--- src/rtl/reg_file_access_sequencer_if.sv ---
// Bus bundle between the register-file sequencer, the core pipeline and the
// simple dual-port BRAM that holds the architectural registers.
interface reg_file_access_sequencer_if #(
  parameter int ADDR_WIDTH = 5,
  parameter int DATA_WIDTH = 32
);
  logic                  read_enable;
  logic                  read_ready;
  logic [ADDR_WIDTH-1:0] read_rs1_addr;
  logic [ADDR_WIDTH-1:0] read_rs2_addr;
  logic                  read_en_out;
  logic [DATA_WIDTH-1:0] read_rs1_data_out;
  logic [DATA_WIDTH-1:0] read_rs2_data_out;

  logic                  wb0_req;
  logic [ADDR_WIDTH-1:0] wb0_addr;
  logic [DATA_WIDTH-1:0] wb0_data;
  logic                  wb0_ack;
  logic                  wb1_req;
  logic [ADDR_WIDTH-1:0] wb1_addr;
  logic [DATA_WIDTH-1:0] wb1_data;
  logic                  wb1_ack;

  logic [ADDR_WIDTH-1:0] ram_raddr;
  logic [DATA_WIDTH-1:0] ram_dout;
  logic [ADDR_WIDTH-1:0] ram_waddr;
  logic [DATA_WIDTH-1:0] ram_din;
  logic                  ram_write_en;

  modport slave (
    input  read_enable, read_rs1_addr, read_rs2_addr,
    input  wb0_req, wb0_addr, wb0_data, wb1_req, wb1_addr, wb1_data,
    input  ram_dout,
    output read_ready, read_en_out, read_rs1_data_out, read_rs2_data_out,
    output wb0_ack, wb1_ack,
    output ram_raddr, ram_waddr, ram_din, ram_write_en
  );

  modport master (
    output read_enable, read_rs1_addr, read_rs2_addr,
    output wb0_req, wb0_addr, wb0_data, wb1_req, wb1_addr, wb1_data,
    output ram_dout,
    input  read_ready, read_en_out, read_rs1_data_out, read_rs2_data_out,
    input  wb0_ack, wb1_ack,
    input  ram_raddr, ram_waddr, ram_din, ram_write_en
  );
endinterface

--- src/rtl/reg_file_access_sequencer.sv ---
// Serialises rs1/rs2 reads through one BRAM read port and arbitrates two
// writeback requesters onto one write port, with x0, bypass and anti-starvation.
module reg_file_access_sequencer #(
  parameter int ADDR_WIDTH   = 5,
  parameter int DATA_WIDTH   = 32,
  parameter int STARVE_LIMIT = 3
) (
  input logic                        clk,
  input logic                        reset_n,
  reg_file_access_sequencer_if.slave bus
);
  localparam int CNT_W = $clog2(STARVE_LIMIT + 1);

  typedef enum logic [1:0] {IDLE, RD1, RD2} state_t;

  state_t                state;
  logic [ADDR_WIDTH-1:0] rs1_q;
  logic [ADDR_WIDTH-1:0] rs2_q;
  logic                  bypass_valid;
  logic [DATA_WIDTH-1:0] bypass_data;
  logic [DATA_WIDTH-1:0] rs1_val;
  logic [CNT_W-1:0]      starve_cnt;

  logic                  accept;
  logic                  starved;
  logic                  grant0;
  logic                  grant1;
  logic [ADDR_WIDTH-1:0] waddr;
  logic [DATA_WIDTH-1:0] wdata;
  logic                  write_en;

  assign bus.read_ready = reset_n && (state == IDLE || state == RD2);
  assign accept         = bus.read_enable && bus.read_ready;
  assign bus.ram_raddr  = (state == RD1) ? rs2_q : bus.read_rs1_addr;

  // wb1 overrides wb0 once it has been turned away STARVE_LIMIT cycles in a row
  assign starved  = bus.wb1_req && (starve_cnt == CNT_W'(STARVE_LIMIT));
  assign grant1   = reset_n && bus.wb1_req && (!bus.wb0_req || starved);
  assign grant0   = reset_n && bus.wb0_req && !grant1;
  assign waddr    = grant1 ? bus.wb1_addr : bus.wb0_addr;
  assign wdata    = grant1 ? bus.wb1_data : bus.wb0_data;
  assign write_en = (grant0 || grant1) && (waddr != '0);

  assign bus.wb0_ack      = grant0;
  assign bus.wb1_ack      = grant1;
  assign bus.ram_waddr    = waddr;
  assign bus.ram_din      = wdata;
  assign bus.ram_write_en = write_en;

  always_ff @(posedge clk) begin
    if (!reset_n) begin
      state                 <= IDLE;
      rs1_q                 <= '0;
      rs2_q                 <= '0;
      bypass_valid          <= 1'b0;
      bypass_data           <= '0;
      rs1_val               <= '0;
      starve_cnt            <= '0;
      bus.read_en_out       <= 1'b0;
      bus.read_rs1_data_out <= '0;
      bus.read_rs2_data_out <= '0;
    end else begin
      bus.read_en_out <= 1'b0;
      case (state)
        IDLE: state <= IDLE;
        RD1: begin
          // the rs1 RAM read was issued alongside any accept-cycle write, so it returns stale data
          if (rs1_q == '0)       rs1_val <= '0;
          else if (bypass_valid) rs1_val <= bypass_data;
          else                   rs1_val <= bus.ram_dout;
          state <= RD2;
        end
        RD2: begin
          bus.read_rs1_data_out <= rs1_val;
          bus.read_rs2_data_out <= (rs2_q == '0) ? '0 : bus.ram_dout;
          bus.read_en_out       <= 1'b1;
          state                 <= IDLE;
        end
        default: state <= IDLE;
      endcase

      if (accept) begin
        state        <= RD1;
        rs1_q        <= bus.read_rs1_addr;
        rs2_q        <= bus.read_rs2_addr;
        bypass_valid <= write_en && (waddr == bus.read_rs1_addr);
        bypass_data  <= wdata;
      end

      if (!bus.wb1_req || grant1)
        starve_cnt <= '0;
      else if (starve_cnt != CNT_W'(STARVE_LIMIT))
        starve_cnt <= starve_cnt + CNT_W'(1);
    end
  end
endmodule

--- src/flat_wrapper.sv ---
// flat-port wrapper written by rule: the top's interface ports become plain ports
module reg_file_access_sequencer_flat 
#(
  parameter int ADDR_WIDTH   = 5,
  parameter int DATA_WIDTH   = 32,
  parameter int STARVE_LIMIT = 3
)
  (clk, reset_n, bus_read_enable, bus_read_rs1_addr, bus_read_rs2_addr, bus_wb0_req, bus_wb0_addr, bus_wb0_data, bus_wb1_req, bus_wb1_addr, bus_wb1_data, bus_ram_dout, bus_read_ready, bus_read_en_out, bus_read_rs1_data_out, bus_read_rs2_data_out, bus_wb0_ack, bus_wb1_ack, bus_ram_raddr, bus_ram_waddr, bus_ram_din, bus_ram_write_en);
  reg_file_access_sequencer_if #(.ADDR_WIDTH(ADDR_WIDTH), .DATA_WIDTH(DATA_WIDTH)) bus_i ();
  input logic clk;
  input logic reset_n;
  input wire logic [$bits(bus_i.read_enable)-1:0] bus_read_enable;
  input wire logic [$bits(bus_i.read_rs1_addr)-1:0] bus_read_rs1_addr;
  input wire logic [$bits(bus_i.read_rs2_addr)-1:0] bus_read_rs2_addr;
  input wire logic [$bits(bus_i.wb0_req)-1:0] bus_wb0_req;
  input wire logic [$bits(bus_i.wb0_addr)-1:0] bus_wb0_addr;
  input wire logic [$bits(bus_i.wb0_data)-1:0] bus_wb0_data;
  input wire logic [$bits(bus_i.wb1_req)-1:0] bus_wb1_req;
  input wire logic [$bits(bus_i.wb1_addr)-1:0] bus_wb1_addr;
  input wire logic [$bits(bus_i.wb1_data)-1:0] bus_wb1_data;
  input wire logic [$bits(bus_i.ram_dout)-1:0] bus_ram_dout;
  output wire logic [$bits(bus_i.read_ready)-1:0] bus_read_ready;
  output wire logic [$bits(bus_i.read_en_out)-1:0] bus_read_en_out;
  output wire logic [$bits(bus_i.read_rs1_data_out)-1:0] bus_read_rs1_data_out;
  output wire logic [$bits(bus_i.read_rs2_data_out)-1:0] bus_read_rs2_data_out;
  output wire logic [$bits(bus_i.wb0_ack)-1:0] bus_wb0_ack;
  output wire logic [$bits(bus_i.wb1_ack)-1:0] bus_wb1_ack;
  output wire logic [$bits(bus_i.ram_raddr)-1:0] bus_ram_raddr;
  output wire logic [$bits(bus_i.ram_waddr)-1:0] bus_ram_waddr;
  output wire logic [$bits(bus_i.ram_din)-1:0] bus_ram_din;
  output wire logic [$bits(bus_i.ram_write_en)-1:0] bus_ram_write_en;
  assign bus_i.read_enable = bus_read_enable;
  assign bus_i.read_rs1_addr = bus_read_rs1_addr;
  assign bus_i.read_rs2_addr = bus_read_rs2_addr;
  assign bus_i.wb0_req = bus_wb0_req;
  assign bus_i.wb0_addr = bus_wb0_addr;
  assign bus_i.wb0_data = bus_wb0_data;
  assign bus_i.wb1_req = bus_wb1_req;
  assign bus_i.wb1_addr = bus_wb1_addr;
  assign bus_i.wb1_data = bus_wb1_data;
  assign bus_i.ram_dout = bus_ram_dout;
  assign bus_read_ready = bus_i.read_ready;
  assign bus_read_en_out = bus_i.read_en_out;
  assign bus_read_rs1_data_out = bus_i.read_rs1_data_out;
  assign bus_read_rs2_data_out = bus_i.read_rs2_data_out;
  assign bus_wb0_ack = bus_i.wb0_ack;
  assign bus_wb1_ack = bus_i.wb1_ack;
  assign bus_ram_raddr = bus_i.ram_raddr;
  assign bus_ram_waddr = bus_i.ram_waddr;
  assign bus_ram_din = bus_i.ram_din;
  assign bus_ram_write_en = bus_i.ram_write_en;
  reg_file_access_sequencer #(.ADDR_WIDTH(ADDR_WIDTH), .DATA_WIDTH(DATA_WIDTH), .STARVE_LIMIT(STARVE_LIMIT)) u_core (.clk(clk), .reset_n(reset_n), .bus(bus_i));
endmodule
--- config.mk ---
export PLATFORM = sky130hd
export DESIGN_NAME = reg_file_access_sequencer_flat
export DESIGN_NICKNAME = d
export VERILOG_FILES = /design/src/rtl/reg_file_access_sequencer_if.sv /design/src/rtl/reg_file_access_sequencer.sv /design/src/flat_wrapper.sv
export SDC_FILE = /design/constraint.sdc
export NUM_CORES = 1
export LEC_CHECK = 0
export CORE_MARGIN = 5
export CORE_UTILIZATION = 30
export DETAILED_ROUTE_END_ITERATION = 10
export GPL_ROUTABILITY_DRIVEN = 0
export PLACE_DENSITY = 0.64
export RECOVER_POWER = 25
export SLEW_MARGIN = 20
export SYNTH_ARGS = -nofsm -noshare
export SYNTH_HDL_FRONTEND = slang
export SYNTH_SLANG_ARGS = --single-unit
--- constraint.sdc ---
create_clock -name clk -period 1.75 [get_ports clk]
set_input_delay 0.175 -clock clk [delete_from_list [all_inputs] [get_ports clk]]
set_output_delay 0.175 -clock clk [all_outputs]
set_load 0.01 [all_outputs]
==> impl_results.md <==
- Status: finished with violations
- Failing checks: negative setup slack
- CTS tree: done
- Vias in the first global route: 5821
- First-pass GRT wire length: approximately 32000 um
- Mux contribution to synthesized area: 0.127
- Min cycle time layout: ~2.2 ns
- Row Count: ~50
- Grt ovf: 0
- Total power draw: 8530 uW
- CTS clk-pin slew, worst paths: approximately 0.060 ns
- Final WL: between 20000 and 25000 um
- Antenna-violating nets left: 0
- Cells on worst reg2reg path: 10
- Layout cell share with drive strength beyond 1: 0.235
- RSZ-0062 raised after global routing: true
- WS Path Type: flop to output pin
- DP Cell Count: 1183
- Initial antenna violation count: 0
- Die Wd: 150 um
- Hold depth: 3
- Ys async rst share: 0
- Post-Synth Simple-Gate Area: 0.214
- First-pass DRT Iterations: 4
- Worst path required time: approximately 1.6 ns
- Clock root cell: clkbuf_16
- R2r setup slk: -0.18 ns
- Footprint of the multi-input gates: ~3000 um2
- Max cap viols: 0
- IO buf count: around 230
- Cell Area, Placed: 8740 um2
- Largest family of logic cells by synthesized area: simple AND/OR/NAND/NOR gates
- Post-synthesis cell count: 685
- Synth area leaders: dfxtp_1 (49%), nand2_1 (12%), mux2_2 (8.3%)
- Syn_area_per_cell: 8.54 um2
- Synth unique cells: 37
- Crit path launch type: flop
- Total track usage: 0.187
- Largest area contributor in the netlist: dfxtp_1
- Inserted Diodes: 0
- RR Endpoint: u_core.bypass_valid
- Area share of fa/ha/maj cells after synthesis: 0.00214
- Synth Register Bits: between 100 and 150
- Filler cell count: between 1500 and 2000
- Worst skew pair latency: 0.42 ns
- Initial core utilization: 0.303
- Hold EP: u_core.rs2_q[1]
- Chip height: about 150 um
- Max Clock Skew: about 0.01 ns
- RR Startpoint: u_core.starve_cnt[0]
- H-tree depth: 4
- PD cells: approximately 860 nW/um2
- Post-DP HPWL: approximately 14000 um
- Most frequent cells after synthesis: nand2_1 (191), dfxtp_1 (144), mux2_2 (43), nand3_1 (43), nor2_1 (43)
- Num CTS Buffers: 17
- Synth Area in XOR/XNOR: 0.00299
- CTS Buffer Depth: 2
- HP Start: bus_read_rs2_addr[1]
- Post-synth net total: 807
- Register area: 2890 um2
- Final Setup Violations: 47
- Nets: around 1100
- Final hold vios: 0
- WHS: around 0.29 ns
- Worst Hold Class: input pin to flop
- Register area share after synthesis: 0.493
- Largest net degree at the start of global routing: roughly 70
- Worst-path fanout max: 4
- Fin cells: 1236
- Yosys warning total: 0
- CP Capture Type: output pin
- Max Fclk: ~460 MHz
- Die area: ~22000 um2
- Final Cycle Share: 1.23
- Clock Sinks: about 140
- Yosys top cell area share: 0.493
- Synthesized area: around 5900 um2
- Drt drc: 0
- Cell with the most instances after synthesis: nand2_1
- Slew headroom: 0.487
- Finished Cell Area: 9950 um2
- Measured slew at the worst slew-check pin: ~0.77 ns
- CP arrival: approximately 2.0 ns
- Vias: just under 6000
- Max Slew Vio Count: 0
- CP Launch Point: u_core.starve_cnt[0]
- EDFF count, synth: 0
- Wirelength per Cell: 17.1 um
- Dominant synthesized flop cell: dfxtp_1
- Final setup margin: -0.401 ns
- Syn-to-layout area delta: 70.0%
- Peak supply drop: approximately 660 uV
- First-iteration detailed-routing DRC count: between 300 and 400
- # IOs: 232
- Compound-cell area share of the yosys netlist: 0.119
- Leak pwr: roughly 0.004 uW
- Core Box Area: 19300 um2
- Via-per-instance ratio: 4.66
## stage by stage
| stage | setup TNS [ns] | util | setup slack [ns] |
|---|---|---|---|
| 6_report | -13.73 | 0.515 | -0.401 |
| 5_1_grt | -19.70 | 0.515 | -0.479 |
| 4_1_cts | -13.82 | 0.506 | -0.414 |
| 3_5_place_dp | -15.23 | 0.452 | -0.400 |
| 3_3_place_gp | -13.46 | 0.452 | -0.362 |
| 2_1_floorplan | 0 | - | 0.146 |
## sequential cells by signal, indices dropped and copies added (netlist names)
register / flops
u_core.bus.read_en_out: 1
u_core.bus.read_rs1_data_out: 32
u_core.bus.read_rs2_data_out: 32
u_core.bypass_data: 32
u_core.bypass_valid: 1
u_core.rs1_q: 5
u_core.rs1_val: 32
u_core.rs2_q: 5
u_core.starve_cnt: 2
u_core.state: 2
## placed cells by master (no fill, tap or decap), types with 4 or more instances in the layout
cell type / synthesis / final
clkdlybuf4s50_1: 0 / 179
nand2_1: 191 / 176
dfxtp_1: 144 / 140
buf_6: 1 / 50
nor2_1: 43 / 43
nand3_1: 43 / 43
buf_4: 1 / 40
a22oi_1: 38 / 38
a21oi_1: 34 / 33
mux2_4: 0 / 32
mux2i_1: 26 / 26
o21ai_1: 23 / 23
clkbuf_16: 0 / 17
nand2_2: 0 / 12
mux2_2: 43 / 11
buf_12: 0 / 9
o21ai_0: 10 / 8
buf_2: 19 / 7
clkdlybuf4s15_1: 0 / 5
inv_1: 4 / 4
dlymetal6s2s_1: 0 / 4
dfxtp_2: 0 / 4
## area by class of cell
class / count / area share
Tap cell: 265 / 0.0333
Clock inverter: 12 / 0.0158
Sequential cell: 144 / 0.290
Inverter: 7 / 0.00340
Multi-Input combinational cell: 487 / 0.301
Timing Repair Buffer: 302 / 0.311
Clock buffer: 19 / 0.0455
## what timing repair did
action,in CTS,in global routing
resized for setup,266,43
pin swaps,16,6
hold buffers,0,0
endpoints found under the hold margin,0,0
endpoints found under the setup margin,80,104
setup buffers,15,4
cloned,3,0
## report_power, final
group          internal [uW]  switching (uW)
logic                    738             573
clock network           2320            1420
registers               3410            72.5
## cells by family (layout without fill, tap and decap cells)
| logic type | count (synthesis) | in the layout |
|---|---|---|
| compound gates | 114 | 115 |
| xor+xnor | 2 | 2 |
| fa+ha+maj | 1 | 1 |
| buf+inv | 55 | 340 |
| flops | 144 | 144 |
| mux | 69 | 69 |
| simple gates | 300 | 300 |
## worst max-delay path, stage by stage (launching register included)
cell	delay, ns
dfxtp_2	0.35
ha_4	0.13
nand2b_4	0.13
nand3_4	0.08
buf_12	0.15
buf_12	0.14
buf_12	0.13
mux2_4	0.31
buf_6	0.13
## worst max-delay path by stage
stage | slack [ns] | end | depth (start not counted)
after floorplan | 0.15 | u_core.bypass_data[0] | 7
after global placement | -0.36 | bus_ram_din[19] | 6
after detailed placement | -0.40 | bus_ram_din[19] | 6
after CTS | -0.41 | bus_ram_din[8] | 8
after global routing | -0.48 | bus_ram_din[9] | 8
final | -0.40 | bus_ram_din[15] | 8
## per-layer routing
layer	GRT usage	share of wire	vias up
met4	0.0540	0.017	0
met2	0.320	0.50	168
met1	0.235	0.42	2689
met3	0.0427	0.055	27
li1	-	-	2877
met5	0	0	-
(Power assumes the default switching activity.)
==> RTL change: new RTL, same flow settings <==
`DATA_WIDTH` is set to 32 in 3 places; all go to 64.
--- a/src/rtl/reg_file_access_sequencer_if.sv
+++ b/src/rtl/reg_file_access_sequencer_if.sv
@@ -4,3 +4,3 @@
   parameter int ADDR_WIDTH = 5,
-  parameter int DATA_WIDTH = 32
+  parameter int DATA_WIDTH = 64
 );
--- a/src/rtl/reg_file_access_sequencer.sv
+++ b/src/rtl/reg_file_access_sequencer.sv
@@ -4,3 +4,3 @@
   parameter int ADDR_WIDTH   = 5,
-  parameter int DATA_WIDTH   = 32,
+  parameter int DATA_WIDTH   = 64,
   parameter int STARVE_LIMIT = 3
--- a/src/flat_wrapper.sv
+++ b/src/flat_wrapper.sv
@@ -4,3 +4,3 @@
   parameter int ADDR_WIDTH   = 5,
-  parameter int DATA_WIDTH   = 32,
+  parameter int DATA_WIDTH   = 64,
   parameter int STARVE_LIMIT = 3
Interface: changed (6 resized); port bits go from 232 to 424. No check against the original RTL was run, so the function may have changed too.
==> RTL change against the unedited design <==
The run still ends with negative setup slack left; register-to-register slack hardly changed; sequential cell count grew 128; cell area rose by 82%; area after synthesis rose by 90%; count of clock-buffer cells in the layout rose by 23; clock power rose by 66%; power increased by 78%; wire length rose by 99%; synthesized cell count increased by 82%; largest cell class unchanged; worst setup slack worse by 0.24 ns; critical endpoint is now bus_ram_din[0].
==> RTL change: results (changes against the unedited design) <==
[cells_and_area]
fillers=3399  ; +88%
clock_area_frac=0.0545  ; -0.00688
multi_input_gates=872  ; +79%
seqCellArea_um2=5460  ; +89%
multi_input_area_share=0.298  ; -0.00254
drive_gt1_frac=0.230  ; -0.00519
num-nonclk-buffers=536  ; +77%
clock_buffers=42  ; +23
antenna_cells=1  ; +1
non_clock_buffer_area_share=0.311  ; about the same
nNetsFinal=1937  ; +79%

[synth]
ys_seq_area_frac=0.489  ; -0.00391
synthTopCellsByCount=329 x nand2_1, 272 x dfxtp_1, 98 x nor2_1, 93 x a22oi_1, 75 x nand3_1
synth_cell_type_count=41  ; +11%
syn-num-nets=1466  ; +82%

[clocking]
numCtsBuffers=30  ; +13
post_cts_resized=413  ; +55%
postCtsSetupBuffers=28  ; +13
clk_path_buf_depth=3  ; +1
h-tree-depth=1  ; -3
clock_latency_ns=0.54  ; +0.12 ns

[drt]
dr.pass1.iters=5  ; +1
routedWlPerCell_um=19.1  ; +11%
dr_total_vias=10700  ; +85%

[placement]
pre_cts_slack_ns=-0.476  ; -0.0766 ns
numPortBuffers=423  ; +83%
hpwlAfterDp_um=28800  ; +110%

[power]
p_leak_nw=7.32  ; +80%
p_switching_w=0.00371  ; +79%

[sta]
setup_violations=95  ; +100%
setup_ws_ns=-0.645  ; -0.244 ns
fin_worst_skew_ns=0.0116  ; +0.00184 ns

[global_routing]
use_met2=0.333  ; +0.0132
grt_pass1_wl_um=63600  ; +96%
use_met1=0.245  ; +0.00996
antenna_found_initial=1  ; +1
grt_max_degree=135  ; +88%
use_met3=0.0369  ; -0.00581

[run_status]
status=complete, but fails checks
violations=negative setup slack

[hold_path]
min_from=bus_read_rs2_addr[3]
hold_end=u_core.rs2_q[3]$_SDFFE_PN0P_

[setup_path]
worstPathMaxFanout=5  ; +1

## RTL change: changes by cell type in the layout (fill, tap and decap cells not counted), moves of 19 or more
cell,before,now
clkdlybuf4s50_1,179,344
a22oi_1,38,93
nor2_1,43,98
nand3_1,43,75
nand2_1,176,293
mux2_4,32,68
a21oi_1,33,65
dfxtp_1,140,267
buf_6,50,104
mux2_2,11,30
## RTL change: logic make-up after synthesis
logic type,after synthesis,synth area share
AO/OA/AOI/OAI,212,0.119
XOR/XNOR,2,0.00157
adder cells (fa/ha/maj),1,0.00112
buffers and inverters,104,0.0469
flip-flops,272,0.489
multiplexers,133,0.151
AND/OR/NAND/NOR,524,0.192
## RTL change: layer usage
layer	share of wire	vias up
li1	-	5188
met1	0.42	5015
met2	0.49	408
met3	0.067	62
met4	0.024	0
met5	0	-
## RTL change: stage by stage
stage / util / std cells / hold slack (ns) / cell area, um2
after floorplan: - / 1248 / 0.274 / 11100
after global placement: 0.441 / 2104 / 0.409 / 16100
after detailed placement: 0.441 / 2104 / 0.420 / 16100
after CTS: 0.486 / 2193 / 0.132 / 17800
after global routing: 0.494 / 2211 / 0.154 / 18100
final: 0.494 / 2211 / 0.167 / 18100
## RTL change: power by group through the flow
stage / Combinational (W) / Sequential [W] / Clock (W)
final: 0.00241 / 0.00656 / 0.00620
after CTS: 0.00232 / 0.00655 / 0.00637
after global routing: 0.00257 / 0.00658 / 0.00666
after global placement: 0.00211 / 0.00668 / 0
after detailed placement: 0.00213 / 0.00669 / 0
after floorplan: 0.000897 / 0.00668 / 0
## RTL change: worst max-delay path, stage by stage, from the launching register on
cell	delay [ns]
dfxtp_2	0.35
ha_4	0.14
nand2b_4	0.15
nand2_8	0.08
buf_12	0.14
buf_12	0.14
buf_6	0.11
buf_6	0.12
mux2_4	0.32
buf_6	0.13
